$ cat config.mk
export PLATFORM = sky130hd
export DESIGN_NAME = crack_sweep_flat
export DESIGN_NICKNAME = d
export VERILOG_FILES = /design/src/rtl/crack_pkg.sv /design/src/rtl/crack_sweep_if.sv /design/src/rtl/crack_sweep_pt_checker.sv /design/src/rtl/crack_sweep.sv /design/src/flat_wrapper.sv
export SDC_FILE = /design/constraint.sdc
export NUM_CORES = 1
export LEC_CHECK = 0
export ABC_AREA = 1
export CAP_MARGIN = 20
export CELL_PAD_IN_SITES_DETAIL_PLACEMENT = 1
export CELL_PAD_IN_SITES_GLOBAL_PLACEMENT = 2
export CORE_MARGIN = 2
export CORE_UTILIZATION = 35
export CTS_CLUSTER_SIZE = 8
export DETAILED_ROUTE_END_ITERATION = 8
export DONT_BUFFER_PORTS = 1
export PLACE_DENSITY = 0.81
export SETUP_SLACK_MARGIN = 0.02
export SKIP_LAST_GASP = 1
export SLEW_MARGIN = 0
export SYNTH_ARGS = -nofsm -noshare
export SYNTH_HDL_FRONTEND = slang
export SYNTH_SLANG_ARGS = --single-unit
$ cat constraint.sdc
create_clock -name clk -period 4.5 [get_ports clk]
set_input_delay 1.35 -clock clk [delete_from_list [all_inputs] [get_ports clk]]
set_output_delay 1.35 -clock clk [all_outputs]
set_load 0.05 [all_outputs]
$ cat src/rtl/crack_pkg.sv
// Shared types and constants for the ARC4 key-sweep controller.
// Holds the sweep FSM state type, the length-byte address and the printable-range defaults.
package crack_pkg;

    typedef enum logic [2:0] {
        IDLE,
        LAUNCH,
        WAIT,
        CHECK,
        DRAIN,
        DONE
    } sweep_state_e;

    localparam int         PT_LEN_ADDR      = 0;
    localparam logic [7:0] PRINT_LO_DEFAULT = 8'h20;
    localparam logic [7:0] PRINT_HI_DEFAULT = 8'h7E;

    function automatic logic in_print_range(input logic [7:0] b,
                                            input logic [7:0] lo,
                                            input logic [7:0] hi);
        return (b >= lo) && (b <= hi);
    endfunction

endpackage

$ cat src/rtl/crack_sweep_if.sv
// Launch/snoop bundle between the sweep controller (master) and one ARC4 decrypt core (slave).
interface crack_sweep_if #(
    parameter int KEY_W = 24,
    parameter int LEN_W = 8
);
    logic             core_en;
    logic             core_rdy;
    logic [KEY_W-1:0] core_key;
    logic             pt_wren;
    logic [LEN_W-1:0] pt_addr;
    logic [7:0]       pt_wrdata;

    modport master (
        output core_en, core_key,
        input  core_rdy, pt_wren, pt_addr, pt_wrdata
    );

    modport slave (
        input  core_en, core_key,
        output core_rdy, pt_wren, pt_addr, pt_wrdata
    );
endinterface

$ cat src/rtl/crack_sweep_pt_checker.sv
// Snoops the core's plaintext writes: captures the length byte and flags any
// in-range byte that is not printable. Restarted by i_clear on every launch.
module pt_checker
    import crack_pkg::*;
#(
    parameter int         LEN_W    = 8,
    parameter logic [7:0] PRINT_LO = PRINT_LO_DEFAULT,
    parameter logic [7:0] PRINT_HI = PRINT_HI_DEFAULT
) (
    input  logic             clk,
    input  logic             rst_n,
    input  logic             i_clear,
    input  logic             i_wren,
    input  logic [LEN_W-1:0] i_addr,
    input  logic [7:0]       i_data,
    output logic [LEN_W-1:0] o_len,
    output logic             o_bad
);

    logic [LEN_W-1:0] r_len;
    logic             r_bad;

    // Bytes beyond the captured length are padding and never count against the key
    always_ff @(posedge clk or negedge rst_n) begin
        if (!rst_n) begin
            r_len <= '0;
            r_bad <= 1'b0;
        end else if (i_clear) begin
            r_len <= '0;
            r_bad <= 1'b0;
        end else if (i_wren) begin
            if (i_addr == LEN_W'(PT_LEN_ADDR)) begin
                r_len <= LEN_W'(i_data);
            end else if (i_addr <= r_len && !in_print_range(i_data, PRINT_LO, PRINT_HI)) begin
                r_bad <= 1'b1;
            end
        end
    end

    assign o_len = r_len;
    assign o_bad = r_bad;

endmodule

$ cat src/rtl/crack_sweep.sv
// Key-sweep controller: launches one ARC4 decrypt per candidate key (start, start+stride, ... <= last)
// and stops on the first fully printable plaintext, exhaustion or abort. CRACK_SWEEP_STATS_EN adds a launch counter.
module crack_sweep
    import crack_pkg::*;
#(
    parameter int         KEY_W    = 24,
    parameter int         LEN_W    = 8,
    parameter logic [7:0] PRINT_LO = PRINT_LO_DEFAULT,
    parameter logic [7:0] PRINT_HI = PRINT_HI_DEFAULT
) (
    input  logic             clk,
    input  logic             rst_n,
    input  logic             en,
    output logic             rdy,
    input  logic [KEY_W-1:0] key_start,
    input  logic [KEY_W-1:0] key_stride,
    input  logic [KEY_W-1:0] key_last,
    input  logic             abort,
    crack_sweep_if.master    core,
    output logic [KEY_W-1:0] key,
    output logic             key_valid,
    output logic [KEY_W-1:0] attempts
);

    sweep_state_e     r_state, w_nextState;
    logic [KEY_W-1:0] r_cur, r_stride, r_last, r_key;
    logic             r_keyValid, r_busySeen;
    logic             w_accept, w_launch, w_bad, w_stop, w_chkBad;
    logic [LEN_W-1:0] w_len;
    logic [KEY_W:0]   w_nxt;

    pt_checker #(
        .LEN_W   (LEN_W),
        .PRINT_LO(PRINT_LO),
        .PRINT_HI(PRINT_HI)
    ) u_pt_checker (
        .clk    (clk),
        .rst_n  (rst_n),
        .i_clear(w_launch),
        .i_wren (core.pt_wren),
        .i_addr (core.pt_addr),
        .i_data (core.pt_wrdata),
        .o_len  (w_len),
        .o_bad  (w_chkBad)
    );

    assign rdy           = (r_state == IDLE) || (r_state == DONE);
    assign w_accept      = rdy && en;
    assign w_launch      = (r_state == LAUNCH) && core.core_rdy && !abort;
    assign core.core_en  = w_launch;
    assign core.core_key = r_cur;
    assign key           = r_key;
    assign key_valid     = r_keyValid;

    // An empty message is never accepted as a plaintext hit
    assign w_bad  = w_chkBad || (w_len == '0);
    assign w_nxt  = {1'b0, r_cur} + {1'b0, r_stride};
    assign w_stop = w_nxt[KEY_W] || (w_nxt[KEY_W-1:0] > r_last) || (r_cur == r_last);

    always_ff @(posedge clk or negedge rst_n) begin
        if (!rst_n) r_state <= IDLE;
        else        r_state <= w_nextState;
    end

    always_comb begin
        w_nextState = r_state;
        case (r_state)
            IDLE, DONE: if (en) w_nextState = LAUNCH;
            LAUNCH: begin
                if (abort)              w_nextState = DONE;
                else if (core.core_rdy) w_nextState = WAIT;
            end
            WAIT: begin
                if (abort)                            w_nextState = DRAIN;
                else if (r_busySeen && core.core_rdy) w_nextState = CHECK;
            end
            CHECK: begin
                if (abort || !w_bad || w_stop) w_nextState = DONE;
                else                           w_nextState = LAUNCH;
            end
            DRAIN:   if (core.core_rdy) w_nextState = DONE;
            default: w_nextState = IDLE;
        endcase
    end

    // Sweep bounds are captured once per run; a zero stride would never advance
    always_ff @(posedge clk or negedge rst_n) begin
        if (!rst_n) begin
            r_cur      <= '0;
            r_stride   <= '0;
            r_last     <= '0;
            r_key      <= '0;
            r_keyValid <= 1'b0;
            r_busySeen <= 1'b0;
        end else begin
            if (w_accept) begin
                r_cur      <= key_start;
                r_stride   <= (key_stride == '0) ? KEY_W'(1) : key_stride;
                r_last     <= key_last;
                r_keyValid <= 1'b0;
            end
            if (r_state == CHECK && !abort) begin
                if (!w_bad) begin
                    r_key      <= r_cur;
                    r_keyValid <= 1'b1;
                end else if (!w_stop) begin
                    r_cur <= w_nxt[KEY_W-1:0];
                end
            end
            if (w_launch)                                 r_busySeen <= 1'b0;
            else if (r_state == WAIT && !core.core_rdy)   r_busySeen <= 1'b1;
        end
    end

`ifdef CRACK_SWEEP_STATS_EN
    logic [KEY_W-1:0] r_attempts;

    always_ff @(posedge clk or negedge rst_n) begin
        if (!rst_n)                             r_attempts <= '0;
        else if (w_accept)                      r_attempts <= '0;
        else if (w_launch && r_attempts != '1)  r_attempts <= r_attempts + KEY_W'(1);
    end

    assign attempts = r_attempts;
`else
    assign attempts = '0;
`endif

endmodule

$ cat src/flat_wrapper.sv
// flat-port wrapper written by rule: the top's interface ports become plain ports
module crack_sweep_flat import crack_pkg::*;
#(
    parameter int         KEY_W    = 24,
    parameter int         LEN_W    = 8,
    parameter logic [7:0] PRINT_LO = PRINT_LO_DEFAULT,
    parameter logic [7:0] PRINT_HI = PRINT_HI_DEFAULT
)
  (clk, rst_n, en, rdy, key_start, key_stride, key_last, abort, key, key_valid, attempts, core_core_en, core_core_key, core_core_rdy, core_pt_wren, core_pt_addr, core_pt_wrdata);
  crack_sweep_if #(.KEY_W(KEY_W), .LEN_W(LEN_W)) core_i ();
  input  logic clk;
  input  logic rst_n;
  input  logic en;
  output logic rdy;
  input  logic [KEY_W-1:0] key_start;
  input  logic [KEY_W-1:0] key_stride;
  input  logic [KEY_W-1:0] key_last;
  input  logic abort;
  output logic [KEY_W-1:0] key;
  output logic key_valid;
  output logic [KEY_W-1:0] attempts;
  output wire logic [$bits(core_i.core_en)-1:0] core_core_en;
  output wire logic [$bits(core_i.core_key)-1:0] core_core_key;
  input wire logic [$bits(core_i.core_rdy)-1:0] core_core_rdy;
  input wire logic [$bits(core_i.pt_wren)-1:0] core_pt_wren;
  input wire logic [$bits(core_i.pt_addr)-1:0] core_pt_addr;
  input wire logic [$bits(core_i.pt_wrdata)-1:0] core_pt_wrdata;
  assign core_core_en = core_i.core_en;
  assign core_core_key = core_i.core_key;
  assign core_i.core_rdy = core_core_rdy;
  assign core_i.pt_wren = core_pt_wren;
  assign core_i.pt_addr = core_pt_addr;
  assign core_i.pt_wrdata = core_pt_wrdata;
  crack_sweep #(.KEY_W(KEY_W), .LEN_W(LEN_W), .PRINT_LO(PRINT_LO), .PRINT_HI(PRINT_HI)) u_core (.clk(clk), .rst_n(rst_n), .en(en), .rdy(rdy), .key_start(key_start), .key_stride(key_stride), .key_last(key_last), .abort(abort), .core(core_i), .key(key), .key_valid(key_valid), .attempts(attempts));
endmodule
# Yosys cells after proc, flatten, opt, wreduce, memory -nomap -nowiden
# Cells that the tools add are included.
[totals] output_inout_bits=75 word_cells=82 input_bits=94 reg_bits=110
[op_classes] n_mux=25 reduce_logical=31 magnitude_cmp=4 eq_ne=11 bitwise_logic=1 add_sub_neg=1
[ops] cell="$mux W24" n=5
[ops] cell="$add A24 B24 Y25" n=1
[ops] cell="$eq A24 B24 Y1" n=1
[ops] cell="$gt A24 B24 Y1" n=1
[ops] cell="$logic_not A24 Y1" n=1
[ops] cell="$mux W8" n=3
[ops] cell="$mux W3" n=7
[ops] cell="$logic_not A8 Y1" n=2
[ops] cell="$pmux W3 S5" n=1
[ops] cell="$mux W1" n=9
[ops] cell="$ge A8 B6 Y1 const B" n=1
[ops] cell="$le A8 B7 Y1 const B" n=1
[ops] cell="$le A8 B8 Y1" n=1
[ops] cell="$logic_and A1 B1 Y1" n=8
[ops] cell="$reduce_bool A2 Y1" n=4
[ops] cell="$eq A3 B2 Y1 const B" n=2
[ops] cell="$eq A3 B3 Y1 const B" n=2
[ops] cell="$logic_or A1 B1 Y1" n=6
[ops] cell="$ne A2 B2 Y1 const B" n=3
[ops] cell="$logic_not A1 Y1" n=4
[ops] cell="$reduce_and A2 Y1" n=2
[ops] cell="$reduce_and A4 Y1" n=1
[ops] cell="$eq A3 B1 Y1 const B" n=1
[ops] cell="$logic_not A3 Y1" n=1
[ops] cell="5 further kinds" n=5

# Depth between registers and ports, before layout
# Gate-level depths: netlist of run 1.
[logic_depth] word_depth=8 mapped_depth=26 depth_no_buf=26

# Cells and area by module
# Synthesis of run 1 repeated with hierarchy kept, for this count alone.
[unflattened] hier_cells=1096 hier_area_um2=7771.2
[modules_own_cells] mod="crack_sweep" cells_per_inst=1012 area_each_um2=7141.8 n_inst=1 seq_area_each_um2=2527.4
[modules_own_cells] mod="pt_checker" cells_per_inst=84 area_each_um2=629.4 n_inst=1 seq_area_each_um2=225.2

# Worst setup path before layout of run 1
# Ideal clock, no wire load.
[synth_timing] path_type="in2out" start="input abort" end="output core_core_en" n_path_buf=0 setup_slack_ps=904 stages=3 t_arrival_ps=2246 t_required_ps=3150 path_cell_list="nor2_1 inv_1 nor2_1"
[synth_via] elab_chain_len=2
[synth_rtl] element="start: declaration" line="flat_wrapper.sv:18" rtl="input logic abort;"
[synth_rtl] element="$logic_not A1 Y1" line="crack_sweep.sv:49" rtl="assign w_launch = (r_state == LAUNCH) && core.core_rdy && !abort;"
[synth_rtl] element="$logic_and A1 B1 Y1" line="crack_sweep.sv:49"
[synth_rtl] element="end: declaration" line="flat_wrapper.sv:22" rtl="output wire logic [$bits(core_i.core_en)-1:0] core_core_en;"
# Every way passes these cells.

# Worst setup path after layout of run 1
[layout_timing] start="register u_core.r_cur[12], in the netlist u_core.core.core_key[12]" end="register u_core.r_cur[20], in the netlist u_core.core.core_key[20]"
[layout_via] elab_chain_len=7 word_cells_on_any_way=8 classes_between="add/sub (1); order compare (1); eq/ne (1); mux (3); reduce/logical (2)"
[layout_rtl] element="start: declaration" line="crack_sweep.sv:26" rtl="logic [KEY_W-1:0] r_cur, r_stride, r_last, r_key;"
[layout_rtl] element="start signal: assignment" line="crack_sweep.sv:97" rtl="r_cur <= key_start;"
[layout_rtl] element="start signal: assignment" line="crack_sweep.sv:107" rtl="r_cur <= w_nxt[KEY_W-1:0];"
[layout_rtl] element="$add A24 B24 Y25" line="crack_sweep.sv:57" rtl="assign w_nxt = {1'b0, r_cur} + {1'b0, r_stride};"
[layout_rtl] element="$gt A24 B24 Y1" line="crack_sweep.sv:58" rtl="assign w_stop = w_nxt[KEY_W] || (w_nxt[KEY_W-1:0] > r_last) || (r_cur == r_last);"
[layout_rtl] element="$logic_or A1 B1 Y1 (2 in a row)" line="crack_sweep.sv:58"
[layout_rtl] element="$mux W24 (*)" line="crack_sweep.sv:106" rtl="end else if (!w_stop) begin"
[layout_rtl] element="$mux W24 (*)" line="crack_sweep.sv:103" rtl="if (!w_bad) begin"
[layout_rtl] element="$mux W24 (*)" line="crack_sweep.sv:102" rtl="if (r_state == CHECK && !abort) begin"
# Every way passes the cells marked *; elsewhere a longest branch is shown, timed or not.
# A chain may end at the register's enable or synchronous reset.

==> metrics.yaml, run 1 <==
period_minus_slack_ns: 4.16
timing.rr.end: "u_core.core.core_key[20]$_DFF_PN0_"
n_antenna_cell: 0
stdcell_count: 1365
ys_types: 38
arrival_ns: 4.42
avgSynthCellArea_um2: 7.06
std_cell_rows: 53
cts_root_buf: "clkbuf_16"
grt_pass1_vias: 7086
register_area_um2: 2750
via_per_inst: 5.05
r2r-start: "u_core.core.core_key[12]$_DFF_PN0_"
tns_ns: 0
drv_cap: 0
ys_seq_area_frac: 0.363
skew_ns: 0.0126
areaGrowthSynthToFinish_pct: 9.01
clk_latency_ns: 0.37
slowest_stage: "nand3_2"
max_slew_margin: 0.454
final_max_slew_viol_count: 0
setup_violations: 0
layout_common_cells: "356 x nand2_1, 141 x inv_1, 110 x dfrtp_1, 106 x o21ai_0, 60 x nor2_1"
fp.coreArea_um2: 21200
syn_inst: 1073
cp_common_cell: "nand2_1"
num_vias: 6898
rsz0062_at_grt: "no"
portBuffers: 0
synth_area_leaders: "dfrtp_1 36%, nand2_1 18%, ha_1 9.2%, o21ai_0 7.0%, inv_1 7.0%"
cts_tree: "built"
drtIter0Drc: 308
wl_per_cell_um: 18.1
cp-endpoint: "u_core.core.core_key[20]$_DFF_PN0_"
hold_depth: 2
dp_cells: 1348
dr.pass1.iters: 4
die_y_um: 151
worstPathMaxFanout: 24
worstSetupEndpointType: "flip-flop"
timing.critical_path.from: "u_core.core.core_key[12]$_DFF_PN0_"
required_ns: 4.76
grt_pass1_wl_mm: 38.8
hpwl_mm: 19.9
cts.sinks: 110
antenna_found_initial: 0
ioPinCount: 169
synth_seq_cells: 110
start_kind: "flip-flop"
drc_errors: 0
cts_setup_buffers: 0
syn_area_um2: 7580
gp_congestion: 0.875
overflow: 0
yosys.area.top_type_share: 0.363
status: "completed"
worstPathCellList: "buf_4 > ha_1 > nand2_1 > nor2_1 > nor3b_1 > nand4_1 > nand4_1 > nand2_1 > ha_1 > nand2_1 > nor2_1 > nand2_1 > nor2_1 > nand4_2 > a21oi_4 > nand3_2 > nand2_1 > nand2_1"
totalWireLength_mm: 24.8
stdcell_area_um2: 8260
ys_warn_count: 0
hold_violations: 0
cp_num_cells: 18
hold_class: "flip-flop to flip-flop"
ff2ff_setup_slack_ns: 0.34
start_util: 0.358
hold_buffers: 0
worst-path-buf-inv: 1
crit_family: "simple AND/OR/NAND/NOR gates"
ant_nets: 0
clock.fmax_ghz: 0.240
path_class: "flip-flop to flip-flop"
cts_buffers: 9
clkTransAtPathRegs_ns: 0.08
grt_max_degree: 111
crit_path_max_incr_delay_ns: 0.45
grtUsageTotal: 0.221
reg2reg_depth: 18
cts_buffer_depth: 2
die_area_um2: 22800
worst_pin_slew_ns: 0.817
h-tree-depth: 3
fillCellCount: 2735
final_common_cell: "nand2_1"
die_x_um: 151
multi_input_area_um2: 4060
final_layout_size_suffix_gt1_frac: 0.0514
period_share: 0.925
utilization: 0.391
yosys.area.top_type: "dfrtp_1"
placed_cell_area_um2: 7930
ctsResizeCount: 0
fin_nets: 1236
## layer usage
metal / share of wire / global-route usage / wire length, µm / up-vias
li1: - / - / - / 3438
met1: 0.50 / 0.325 / 12400 / 3304
met2: 0.44 / 0.350 / 10900 / 144
met3: 0.052 / 0.0334 / 1290 / 12
met4: 0.0072 / 0.0360 / 179 / 0
met5: 0 / 0 / 0 / -
## sequential cells by signal, summed over array words and instances, names as in the netlist
name,cells
u_core.core.core_key,24
u_core.key,24
u_core.r_last,24
u_core.r_stride,24
u_core.u_pt_checker.o_len,8
u_core.r_state,3
u_core.key_valid,1
u_core.r_busySeen,1
u_core.u_pt_checker.o_bad,1
## stage by stage
step	worst slack [ns]	hold WS, ns
6_report	0.337	0.499
5_1_grt	0.0421	0.518
4_1_cts	0.399	0.501
3_5_place_dp	0.392	0.483
3_3_place_gp	0.489	0.468
2_1_floorplan	0.904	0.446
## final cells by class
cell class / count / share of cell area
repair buffers: 31 / 0.0321
inverters: 144 / 0.0654
well taps: 275 / 0.0416
clock buffers: 10 / 0.0277
clock inverters: 6 / 0.00924
multi-input cells: 789 / 0.491
flip-flops and latches: 110 / 0.333
## worst register-to-register path, cell delays in order (launching register included)
cell	delay, ns
dfrtp_1	0.37
buf_4	0.20
ha_1	0.40
nand2_1	0.12
nor2_1	0.23
nor3b_1	0.40
nand4_1	0.25
nand4_1	0.13
nand2_1	0.11
ha_1	0.31
nand2_1	0.06
nor2_1	0.11
nand2_1	0.09
nor2_1	0.18
nand4_2	0.16
a21oi_4	0.19
nand3_2	0.45
nand2_1	0.22
nand2_1	0.08
## logic make-up (layout without fill, tap and decap cells)
family          count (synthesis)  in the layout  synth area share
buf+inv                       197            191             0.114
xor+xnor                       18             18            0.0208
simple gates                  513            513             0.284
compound gates                177            177             0.123
fa+ha+maj                      57             57            0.0951
flops                         110            110             0.363
other cells                     1             24          0.000495
## synth_stat cells, drive strengths merged
| cell | instances |
|---|---|
| nand2 | 358 |
| inv | 142 |
| o21ai | 112 |
| dfrtp | 110 |
| nor2 | 61 |
| ha | 56 |
| a21oi | 49 |
| nand4 | 43 |
| buf | 39 |
| nand3 | 30 |
| xor2 | 17 |
| clkbuf | 14 |
| nor3 | 10 |
| o22ai | 8 |
| nor4 | 5 |
| nor3b | 3 |
| o21bai | 3 |
| a21o | 2 |
| and2 | 2 |
| clkinv | 2 |
| conb | 1 |
| fa | 1 |
| nand3b | 1 |
| o211ai | 1 |
| o21a | 1 |
| o31ai | 1 |
| xnor2 | 1 |
## worst min-delay path by stage
stage / end / slack (ns) / from
after floorplan: u_core.r_stride[16]$_DFFE_PN0P_ / 0.45 / u_core.r_stride[16]$_DFFE_PN0P_
after global placement: u_core.r_stride[17]$_DFFE_PN0P_ / 0.47 / u_core.r_stride[17]$_DFFE_PN0P_
after detailed placement: u_core.r_stride[17]$_DFFE_PN0P_ / 0.48 / u_core.r_stride[17]$_DFFE_PN0P_
after CTS: u_core.r_stride[17]$_DFFE_PN0P_ / 0.50 / u_core.r_stride[17]$_DFFE_PN0P_
after global routing: u_core.r_stride[17]$_DFFE_PN0P_ / 0.52 / u_core.r_stride[17]$_DFFE_PN0P_
final: u_core.r_stride[17]$_DFFE_PN0P_ / 0.50 / u_core.r_stride[17]$_DFFE_PN0P_
Power of run 1 is not shown: default switching activity piles up to over one toggle a cycle in this logic, so the estimate is an artifact.
==> inputs of run 2 (changes only) <==
Clock period 4.5 ns to 4.08 ns, I/O delays scaled along.
==> metrics.yaml, run 2 (synthesis gave the netlist of run 1 again) <==
fin_nets: 1237
start_kind: "flip-flop"
ioPinCount: 169
clock.fmax_ghz: 0.269
rsz0062_at_grt: "no"
via_per_inst: 5.04
period_minus_slack_ns: 3.72
worstSetupEndpointType: "flip-flop"
status: "completed"
required_ns: 4.34
worstPathMaxFanout: 18
cts.sinks: 110
cts_buffers: 9
wl_per_cell_um: 17.9
arrival_ns: 3.98
worst_pin_slew_ns: 0.642
clk_latency_ns: 0.37
skew_ns: 0.0163
final_layout_size_suffix_gt1_frac: 0.0577
worstHoldEndpoint: "u_core.r_stride[23]$_DFFE_PN0P_"
num_vias: 6890
portBuffers: 0
grtUsageTotal: 0.218
die_area_um2: 22800
cp_common_cell: "nand2_1"
clkTransAtPathRegs_ns: 0.09
antenna_found_initial: 0
start_util: 0.358
overflow: 0
slowest_stage: "dfrtp_1"
drtIter0Drc: 305
ff2ff_setup_slack_ns: 0.36
hold_violations: 0
setup_violations: 0
h-tree-depth: 3
holdCritStartpoint: "u_core.r_stride[23]$_DFFE_PN0P_"
grt_pass1_vias: 7021
timing.rr.end: "u_core.core.core_key[15]$_DFF_PN0_"
drv_cap: 0
areaGrowthSynthToFinish_pct: 9.29
max_slew_margin: 0.569
die_x_um: 151
die_y_um: 151
r2r-start: "u_core.r_stride[0]$_DFFE_PN0P_"
worstPathCellList: "ha_2 > fa_1 > nand2_1 > clkinv_1 > nand2_1 > nand2_2 > nand2_1 > nand2_1 > nand3_1 > nand3_1 > nand2_1 > nand2_1 > ha_1 > nand2_1 > nor2_2 > nand2_1 > nor2_1 > nand4_2 > a21oi_4 > nand3_4 > buf_12 > nand2_1 > nand2_1"
crit_family: "simple AND/OR/NAND/NOR gates"
std_cell_rows: 53
cts_buffer_depth: 2
reg2reg_depth: 23
totalWireLength_mm: 24.5
cts_setup_buffers: 0
fp.coreArea_um2: 21200
tns_ns: 0
hold_depth: 2
layout_common_cells: "355 x nand2_1, 141 x inv_1, 110 x dfrtp_1, 106 x o21ai_0, 59 x nor2_1"
cts_root_buf: "clkbuf_16"
fillCellCount: 2691
ant_nets: 0
grt_pass1_wl_mm: 38.1
crit_path_max_incr_delay_ns: 0.43
drc_errors: 0
hold_class: "flip-flop to flip-flop"
n_antenna_cell: 0
final_common_cell: "nand2_1"
final_max_slew_viol_count: 0
cts_tree: "built"
grt_max_degree: 111
worst-path-buf-inv: 2
gp_congestion: 0.888
dr.pass1.iters: 4
period_share: 0.912
path_class: "flip-flop to flip-flop"
hpwl_mm: 19.6
[run 2: repair_timing]
item / 4_1_cts / 5_1_grt
endpoints found under the hold margin: 0 / 0
resized for setup: 0 / 7
setup endpoints to repair: 0 / 25
hold buffers: 0 / 0
[run 2: how the worst max path moves through the flow]
| stage | cells after the start | slack [ns] | to | from |
|---|---|---|---|---|
| 2_1_floorplan | 23 | 0.54 | u_core.core.core_key[15]$_DFF_PN0_ | u_core.core.core_key[0]$_DFF_PN0_ |
| 3_3_place_gp | 22 | 0.25 | u_core.core.core_key[17]$_DFF_PN0_ | u_core.r_stride[0]$_DFFE_PN0P_ |
| 3_5_place_dp | 23 | 0.21 | u_core.core.core_key[7]$_DFF_PN0_ | u_core.r_stride[0]$_DFFE_PN0P_ |
| 4_1_cts | 23 | 0.17 | u_core.core.core_key[15]$_DFF_PN0_ | u_core.r_stride[0]$_DFFE_PN0P_ |
| 5_1_grt | 23 | 0.05 | u_core.core.core_key[12]$_DFF_PN0_ | u_core.r_stride[0]$_DFFE_PN0P_ |
| 6_report | 23 | 0.36 | u_core.core.core_key[15]$_DFF_PN0_ | u_core.r_stride[0]$_DFFE_PN0P_ |
[run 2: per-stage QoR]
step	util	setup WS, ns	hold WS (ns)	std cells	area, µm²
floorplan	-	0.540	0.446	1096	7670
global route	0.392	0.0496	0.519	1366	8280
detailed placement	0.376	0.209	0.482	1350	7960
global placement	0.376	0.251	0.483	1350	7960
finish	0.392	0.358	0.496	1366	8280
CTS	0.390	0.165	0.502	1366	8260
[run 2: final cells by class]
cell class	count	area (µm²)	area share
Timing Repair Buffer	32	269	0.0325
Clock buffer	10	239	0.0288
Inverter	144	541	0.0652
Tap cell	275	344	0.0415
Sequential cell	110	2750	0.332
Clock inverter	6	61.3	0.00740
Multi-Input combinational cell	789	4080	0.492
[run 2: tightest hold or removal path, delay by kind of cell, from the launching register on]
kind            cells  cell delay [ns]
simple gates        1             0.05
flops               1             0.35
compound gates      1             0.06
[run 2: metal layers]
layer  part of all wire  vias up  GRT usage  wire length [µm]
met3              0.044       28     0.0325              1070
li1                   -     3445          -                 -
met4              0.019        0     0.0579               456
met5                  0        -          0                 0
met1               0.51     3264      0.318             12500
met2               0.43      153      0.337             10400
Power of run 2 is left out for the same reason.
==> inputs of run 3 (changes only) <==
Settings changed: CORE_MARGIN 2 to 8, MAX_ROUTING_LAYER from default to met4.
Clock period 4.08 ns to 3.9 ns, I/O delays scaled along.
==> metrics.yaml, run 3 (synthesis gave the netlist of run 1 again) <==
max_slew_margin: 0.560
grt_max_degree: 111
fillCellCount: 2765
cts_root_buf: "clkbuf_16"
std_cell_rows: 54
portBuffers: 0
tns_ns: 0
worstSetupEndpointType: "flip-flop"
period_minus_slack_ns: 3.59
hold_class: "input pin to asynchronous set/reset pin"
die_y_um: 163
via_per_inst: 5.02
clkTransAtPathRegs_ns: 0.08
period_share: 0.922
required_ns: 4.16
skew_ns: 0.0145
fp.coreArea_um2: 21600
hpwl_mm: 20.8
ioPinCount: 169
ant_nets: 0
rsz0062_at_grt: "no"
drc_errors: 0
start_kind: "flip-flop"
multi_input_area_um2: 4080
areaGrowthSynthToFinish_pct: 9.64
cts.sinks: 110
grt_pass1_wl_mm: 39.8
worstPathMaxFanout: 20
cp_common_cell: "nand2_1"
grt_pass1_vias: 7255
n_antenna_cell: 0
arrival_ns: 3.86
num_vias: 6916
setup_violations: 0
final_max_slew_viol_count: 0
drtIter0Drc: 434
start_util: 0.352
antenna_found_initial: 0
slowest_stage: "dfrtp_1"
h-tree-depth: 3
clock.fmax_ghz: 0.278
reg2reg_depth: 20
cts_tree: "built"
cts_buffers: 9
register_area_um2: 2750
layout_common_cells: "355 x nand2_1, 141 x inv_1, 110 x dfrtp_1, 106 x o21ai_0, 58 x nor2_1"
status: "completed"
die_x_um: 163
wl_per_cell_um: 18.5
fin_nets: 1243
crit_path_max_incr_delay_ns: 0.44
overflow: 0
gp_congestion: 0.885
clk_latency_ns: 0.37
worst_pin_slew_ns: 0.658
worstPathCellList: "ha_1 > a21oi_2 > inv_1 > nand2_1 > nand3_1 > nand2_1 > nand3_1 > nand2_1 > nand2_1 > ha_1 > nand2_1 > nor2_2 > nand2_1 > nor2_2 > nand4_2 > a21oi_4 > nand3_2 > buf_12 > nand2_1 > nand2_1"
final_layout_size_suffix_gt1_frac: 0.0638
utilization: 0.386
dr.pass1.iters: 5
holdWs_ns: 0.487
final_common_cell: "nand2_1"
cts_setup_buffers: 0
cts_buffer_depth: 2
hold_violations: 0
drv_cap: 0
path_class: "flip-flop to flip-flop"
ff2ff_setup_slack_ns: 0.31
die_area_um2: 26600
totalWireLength_mm: 25.4
grtUsageTotal: 0.197
[run 3: through the flow]
stage	worst slack (ns)	cell area, µm²	cells
2_1_floorplan	0.360	7670	1096
3_3_place_gp	0.177	8010	1361
6_report	0.305	8310	1377
5_1_grt	0.00234	8310	1377
3_5_place_dp	0.0883	8010	1361
4_1_cts	0.0554	8280	1377
[run 3: area by class of cell]
type                       instances  area share
clock buffer                      11      0.0280
clock inverter                     5     0.00512
inverter                         144      0.0650
multi-input combinational        789       0.491
sequential                       110       0.331
tap                              280      0.0422
timing repair buffer              38      0.0378
[run 3: timing repair]
item,in CTS,in global routing
hold buffers,0,0
resized for setup,0,9
endpoints found under the setup margin,0,25
[run 3: worst paths after layout]
check	start	to
worst max-delay path	u_core.core.core_key[4]$_DFF_PN0_	u_core.core.core_key[6]$_DFF_PN0_
worst min-delay path	rst_n	u_core.u_pt_checker.o_len[6]$_DFFE_PN0P_
worst max register to register	u_core.core.core_key[4]$_DFF_PN0_	u_core.core.core_key[6]$_DFF_PN0_
worst min register to register	u_core.r_stride[22]$_DFFE_PN0P_	u_core.r_stride[22]$_DFFE_PN0P_
max in group asynchronous	rst_n	u_core.core.core_key[14]$_DFF_PN0_
min in group clk	u_core.r_stride[22]$_DFFE_PN0P_	u_core.r_stride[22]$_DFFE_PN0P_
[run 3: critical path: cells and delay by family (launching register included)]
kind                     cells  cell delay (ns)
AO/OA/AOI/OAI                2             0.44
adder cells (fa/ha/maj)      2             0.77
buffers and inverters        2             0.26
flip-flops                   1             0.44
AND/OR/NAND/NOR             14             1.57
[run 3: routing by layer]
layer	GRT usage	vias to the layer above	routed length [µm]
met4	0.0534	0	412
met3	0.0297	21	1200
li1	-	3458	-
met5	-	-	0
met2	0.303	151	11400
met1	0.266	3286	12400
Power of run 3 is left out for the same reason.
